**src/rtl/rx_cmd_pkg.sv**
```systemverilog
// Shared opcode constants and FSM state encoding for rx_cmd_decoder.
package rx_cmd_pkg;

  localparam logic [7:0] OP_WR     = 8'hAA;
  localparam logic [7:0] OP_RD     = 8'hBB;
  localparam logic [7:0] OP_ALU    = 8'hCC;
  localparam logic [7:0] OP_ALU_NO = 8'hDD;

  typedef enum logic [3:0] {
    ST_IDLE,
    ST_WR_ADDR,
    ST_WR_DATA,
    ST_RD_ADDR,
    ST_RD_WAIT,
    ST_ALU_A,
    ST_ALU_B,
    ST_ALU_FUN,
    ST_ALU_WAIT,
    ST_TX_LO,
    ST_TX_HI
  } state_t;

  // States that are waiting for the next frame byte.
  function automatic logic is_byte_state(state_t s);
    return s inside {ST_WR_ADDR, ST_WR_DATA, ST_RD_ADDR, ST_ALU_A, ST_ALU_B, ST_ALU_FUN};
  endfunction

endpackage

```
**src/rtl/rx_cmd_timeout.sv**
```systemverilog
// Inter-byte idle counter; expired flags the idle cycle that reaches TIMEOUT_CYC.
module rx_cmd_timeout #(
  parameter int TIMEOUT_CYC = 255
) (
  input  logic CLK,
  input  logic RST,
  input  logic active,
  input  logic rx_valid,
  output logic expired
);

  localparam int CW = $clog2(TIMEOUT_CYC + 1);

  logic [CW-1:0] cnt;

  always_ff @(posedge CLK or posedge RST) begin
    if (RST) begin
      cnt <= '0;
    end else if (!active || rx_valid) begin
      cnt <= '0;
    end else if (cnt != CW'(TIMEOUT_CYC)) begin
      cnt <= cnt + CW'(1);
    end
  end

  assign expired = active && !rx_valid && (cnt == CW'(TIMEOUT_CYC - 1));

endmodule

```
**src/rtl/rx_cmd_decoder.sv**
```systemverilog
// Byte-stream command decoder driving a register file and ALU, returning results over tx.
// Optional inter-byte timeout enabled with `define CMD_TIMEOUT_EN.
module rx_cmd_decoder
  import rx_cmd_pkg::*;
#(
  parameter int DATA_W      = 8,
  parameter int ADDR_W      = 4,
  parameter int TIMEOUT_CYC = 255
) (
  input  logic                CLK,
  input  logic                RST,
  input  logic [DATA_W-1:0]   rx_data,
  input  logic                rx_valid,
  input  logic [DATA_W-1:0]   rf_rd_data,
  input  logic                rf_rd_valid,
  input  logic [2*DATA_W-1:0] alu_out,
  input  logic                alu_valid,
  input  logic                tx_busy,
  output logic [ADDR_W-1:0]   rf_addr,
  output logic                rf_wr_en,
  output logic                rf_rd_en,
  output logic [DATA_W-1:0]   rf_wr_data,
  output logic [3:0]          alu_fun,
  output logic                alu_en,
  output logic [DATA_W-1:0]   tx_data,
  output logic                tx_valid,
  output logic                cmd_err,
  output state_t              state_dbg
);

  state_t              state;
  logic [2*DATA_W-1:0] result;
  logic                is_read;
  logic                timeout_hit;

`ifdef CMD_TIMEOUT_EN
  rx_cmd_timeout #(.TIMEOUT_CYC(TIMEOUT_CYC)) u_timeout (
    .CLK      (CLK),
    .RST      (RST),
    .active   (is_byte_state(state)),
    .rx_valid (rx_valid),
    .expired  (timeout_hit)
  );
`else
  logic unused_timeout;
  assign unused_timeout = ^TIMEOUT_CYC;
  assign timeout_hit    = 1'b0;
`endif

  assign state_dbg = state;

  // Strobes default low every cycle so each one is a single-cycle pulse.
  always_ff @(posedge CLK or posedge RST) begin
    if (RST) begin
      state      <= ST_IDLE;
      result     <= '0;
      is_read    <= 1'b0;
      rf_addr    <= '0;
      rf_wr_en   <= 1'b0;
      rf_rd_en   <= 1'b0;
      rf_wr_data <= '0;
      alu_fun    <= '0;
      alu_en     <= 1'b0;
      tx_data    <= '0;
      tx_valid   <= 1'b0;
      cmd_err    <= 1'b0;
    end else begin
      rf_wr_en <= 1'b0;
      rf_rd_en <= 1'b0;
      alu_en   <= 1'b0;
      tx_valid <= 1'b0;
      cmd_err  <= 1'b0;
      if (timeout_hit) begin
        cmd_err <= 1'b1;
        state   <= ST_IDLE;
      end else begin
        case (state)
          ST_IDLE: if (rx_valid) begin
            if (rx_data == DATA_W'(OP_WR))          state <= ST_WR_ADDR;
            else if (rx_data == DATA_W'(OP_RD))     state <= ST_RD_ADDR;
            else if (rx_data == DATA_W'(OP_ALU))    state <= ST_ALU_A;
            else if (rx_data == DATA_W'(OP_ALU_NO)) state <= ST_ALU_FUN;
            else                                    cmd_err <= 1'b1;
          end
          ST_WR_ADDR: if (rx_valid) begin
            rf_addr <= rx_data[ADDR_W-1:0];
            state   <= ST_WR_DATA;
          end
          ST_WR_DATA: if (rx_valid) begin
            rf_wr_data <= rx_data;
            rf_wr_en   <= 1'b1;
            state      <= ST_IDLE;
          end
          ST_RD_ADDR: if (rx_valid) begin
            rf_addr  <= rx_data[ADDR_W-1:0];
            rf_rd_en <= 1'b1;
            state    <= ST_RD_WAIT;
          end
          ST_RD_WAIT: if (rf_rd_valid) begin
            result  <= {{DATA_W{1'b0}}, rf_rd_data};
            is_read <= 1'b1;
            state   <= ST_TX_LO;
          end
          ST_ALU_A: if (rx_valid) begin
            rf_addr    <= '0;
            rf_wr_data <= rx_data;
            rf_wr_en   <= 1'b1;
            state      <= ST_ALU_B;
          end
          ST_ALU_B: if (rx_valid) begin
            rf_addr    <= ADDR_W'(1);
            rf_wr_data <= rx_data;
            rf_wr_en   <= 1'b1;
            state      <= ST_ALU_FUN;
          end
          ST_ALU_FUN: if (rx_valid) begin
            alu_fun <= rx_data[3:0];
            alu_en  <= 1'b1;
            state   <= ST_ALU_WAIT;
          end
          ST_ALU_WAIT: if (alu_valid) begin
            result  <= alu_out;
            is_read <= 1'b0;
            state   <= ST_TX_LO;
          end
          // A one-cycle gap after each send keeps tx_valid from being two cycles wide.
          ST_TX_LO: if (!tx_busy && !tx_valid) begin
            tx_data  <= result[DATA_W-1:0];
            tx_valid <= 1'b1;
            state    <= is_read ? ST_IDLE : ST_TX_HI;
          end
          ST_TX_HI: if (!tx_busy && !tx_valid) begin
            tx_data  <= result[2*DATA_W-1:DATA_W];
            tx_valid <= 1'b1;
            state    <= ST_IDLE;
          end
          default: state <= ST_IDLE;
        endcase
      end
    end
  end

endmodule

```
**config.mk**
```make
export PLATFORM = sky130hd
export DESIGN_NAME = rx_cmd_decoder
export DESIGN_NICKNAME = d
export VERILOG_FILES = /design/src/rtl/rx_cmd_pkg.sv /design/src/rtl/rx_cmd_timeout.sv /design/src/rtl/rx_cmd_decoder.sv
export SDC_FILE = /design/constraint.sdc
export NUM_CORES = 1
export LEC_CHECK = 0
export CAP_MARGIN = 15
export CORE_ASPECT_RATIO = 1.1
export CORE_UTILIZATION = 35
export DETAILED_ROUTE_END_ITERATION = 6
export HOLD_SLACK_MARGIN = 0.12
export MAX_ROUTING_LAYER = met4
export PLACE_DENSITY = 0.7
export SLEW_MARGIN = 0
export SYNTH_ARGS = -nofsm -noshare
export SYNTH_HDL_FRONTEND = slang
export SYNTH_SLANG_ARGS = --single-unit
```
**constraint.sdc**
```tcl
create_clock -name CLK -period 2.05 [get_ports CLK]
set_input_delay 0.41 -clock CLK [delete_from_list [all_inputs] [get_ports CLK]]
set_output_delay 0.41 -clock CLK [all_outputs]
set_load 0.005 [all_outputs]
```
==> flow_metrics.py <==
metrics = {
    "outcome": {
        "status": "finished, final reports clean",
    },
    "floorplanning": {
        "die-area_um2": 7166,
        "fp-row-count": 31,
        "coreArea_um2": 6594,
        "io_pins": 71,
        "die_y_um": 88.69,
        "die_x_um": 80.81,
        "start_util": 0.3626,
    },
    "setup_path": {
        "cp_cell_sequence": "buf_4 -> clkdlybuf4s50_1",
        "critical_path.max_stage_delay_ps": 530,
        "startpoint_type": "register",
        "reg2reg_slack_ps": 230,
        "endpoint": "state_dbg[2]",
        "end_kind": "output port",
        "rr_worst_depth": 5,
        "cp-startpoint": "state_dbg[2]$_DFFE_PP0P_",
        "cp_slowest_cell": "clkdlybuf4s50_1",
        "r2r_end": "state_dbg[2]$_DFFE_PP0P_",
        "crit_type": "register to output port",
        "critPathMaxFanout": 15,
        "r2r-start": "state_dbg[1]$_DFFE_PP0P_",
        "worstPathArrival_ps": 1480,
        "worstPathRequired_ps": 1640,
    },
    "final_layout": {
        "final_util": 0.5142,
        "fin_nets": 324,
        "area_growth_pct": 41.81,
        "layout-drive-gt1-share": 0.2230,
        "nFillCells": 603,
        "diodes": 0,
        "finalNonFillerCells": 369,
        "final_cell_area_um2": 3391,
    },
    "synthesis": {
        "syn_inst": 198,
        "synth.distinct_cells": 50,
        "synthSimpleGateAreaFrac": 0.1251,
        "synth_top_area_share": 0.5233,
        "ys.flop_type": "dfrtp_1",
        "yosysSeqAreaShare": 0.5233,
        "synth_compound_area_frac": 0.1392,
        "yosys.area.top_type": "dfrtp_1",
        "avgSynthCellArea_um2": 12.08,
        "synthXorXnorAreaFrac": 0.007326,
        "synth_top_family_by_area": "multiplexers",
        "yosysWarnings": 0,
        "async_flop_share": 1.000,
        "synth_fa_ha_area_frac": 0,
        "ys_top_cells_by_area": "dfrtp_1 (52%), mux2_2 (12%), mux2i_1 (3.3%)",
        "syn_area_um2": 2391,
        "synth_edf_count": 0,
        "synthMuxAreaShare": 0.1685,
        "syn_nets": 236,
        "ys_ff_latch": 50,
    },
    "run": {
        "maxCapViolations": 0,
    },
    "placement": {
        "placed_cell_area_um2": 3304,
        "io_buffers": 70,
        "dpl.hpwl_um": 4110,
        "place_inst": 361,
        "gp_congestion": 0.8802,
        "dp_slack_ps": -104.8,
    },
    "sta": {
        "hold_viol": 0,
        "maxSlewHeadroom": 0.6559,
        "finClkSkew_ps": 6.637,
        "setup_viol": 0,
        "setup-tns-final_ps": 0,
        "max_freq_ghz": 0.5286,
        "tightest_slew_ps": 514.2,
        "whs_ps": 459.9,
        "grt_setup_unrepaired": "false",
        "fin_crit_ps": 1892,
        "final_max_slew_viol_count": 0,
        "finalCritPeriodShare": 0.9228,
        "fin_ws_ps": 158.3,
    },
    "pwr": {
        "finalPower_mw": 4.450,
        "cellPowerDensity_nw_per_um2": 1312,
        "p_leak_nw": 1.480,
        "peakVddDrop_uv": 618.6,
    },
    "worst_hold_path": {
        "hold_path_class": "primary input to async pin",
    },
    "routing": {
        "viasPerCell": 5.060,
        "wl_per_cell_um": 14.88,
        "vias": 1867,
        "drtPass1Iterations": 4,
        "wirelength_um": 5490,
        "drc": 0,
        "ant_nets": 0,
        "drt_iter0_drc": 106,
    },
    "grt": {
        "grt_max_degree": 51,
        "grt_overflow": 0,
        "first_global_vias": 1909,
        "grt_usage": 0.1686,
        "antenna_found_initial": 0,
        "grt_pass1_wl_um": 8970,
    },
    "clock_tree": {
        "cts_setup_buffers": 0,
        "cts_tree": "done",
        "hold_buffers": 0,
        "cts_max_path_buffers": 2,
        "worstSkewPairLatency_ps": 300,
        "clkTransAtPathRegs_ps": 90,
        "cts_made_buffers": 5,
        "cts_sinks": 50,
        "clock_tree.root_cell": "clkbuf_8",
        "cts_max_level": 2,
        "ctsResizeCount": 0,
    },
}
==> report_power, final <==
group,switching [mW],total [mW],internal (mW)
clock network,0.321,0.563,0.241
logic,0.939,2.24,1.30
registers,0.230,1.65,1.42
total,1.49,4.45,2.96
==> worst max-delay path: cells and delay by family (launching register included) <==
family | cells | cell delay [ps]
buffers and inverters | 2 | 750
DFF | 1 | 430
==> metal layers <==
metal  part of all wire  vias up  global-route usage
met3              0.066        4             0.04433
met2               0.49       73              0.2956
met5                  0        -                   -
met4             0.0062        0             0.03084
li1                   -      904                   -
met1               0.43      886              0.1941
==> area by class of cell <==
cell class / instances / area, um2 / area share
Clock buffer: 6 / 72.57 / 0.02140
Clock inverter: 2 / 13.76 / 0.004059
Inverter: 8 / 30.03 / 0.008856
Multi-Input combinational cell: 132 / 1052 / 0.3103
Sequential cell: 50 / 1251 / 0.3690
Tap cell: 82 / 102.6 / 0.03026
Timing Repair Buffer: 89 / 868.3 / 0.2561
==> how the worst min path moves through the flow <==
stage                                 from                        end  cells after the start
floorplan           result[10]$_DFFE_PP0P_     result[10]$_DFFE_PP0P_                      1
global placement    rf_addr[1]$_DFFE_PP0P_     rf_addr[1]$_DFFE_PP0P_                      2
CTS                                    RST     tx_data[0]$_DFFE_PP0P_                      3
detailed placement  rf_addr[1]$_DFFE_PP0P_     rf_addr[1]$_DFFE_PP0P_                      2
finish                                 RST  rf_wr_data[4]$_DFFE_PP0P_                      3
global route                           RST  rf_wr_data[4]$_DFFE_PP0P_                      3
==> logic make-up after synthesis <==
group	Yosys count
AOI/OAI and AO/OA	44
xor gates and xnor gates	2
buffers and inverters	16
DFF	50
muxes	36
and+or+nand+nor	50
==> registers in the layout, summed over array words and instances (netlist names) <==
signal,flops
result,16
cmd_err,1
tx_data,8
is_read,1
state_dbg,4
alu_fun,4
alu_en,1
rf_wr_data,8
rf_rd_en,1
rf_addr,4
rf_wr_en,1
tx_valid,1
==> synthesized netlist by cell type, drive strengths merged, types with 2 or more instances <==
| cell | instances |
|---|---|
| or2 | 2 |
| nand2 | 15 |
| or3 | 2 |
| a211oi | 2 |
| a22o | 8 |
| nand2b | 6 |
| nor3b | 4 |
| nor4bb | 2 |
| nor2b | 2 |
| o21ai | 16 |
| inv | 8 |
| mux2i | 8 |
| o2111ai | 2 |
| xnor2 | 2 |
| buf | 7 |
| dfrtp | 50 |
| a21oi | 4 |
| mux2 | 28 |
| nor2 | 8 |
| or4 | 2 |
==> placed cells by master (no fill, tap or decap), drive strengths merged, types with 6 or more instances in the layout <==
cell type / synthesis / routed
mux2: 28 / 28
buf: 7 / 19
mux2i: 8 / 8
nand2: 15 / 15
nor2: 8 / 8
nand2b: 6 / 6
clkbuf: 1 / 6
clkdlybuf4s50: 0 / 70
inv: 8 / 8
dfrtp: 50 / 50
a22o: 8 / 8
o21ai: 16 / 16
No activity file was read; power rests on OpenSTA's default activity.
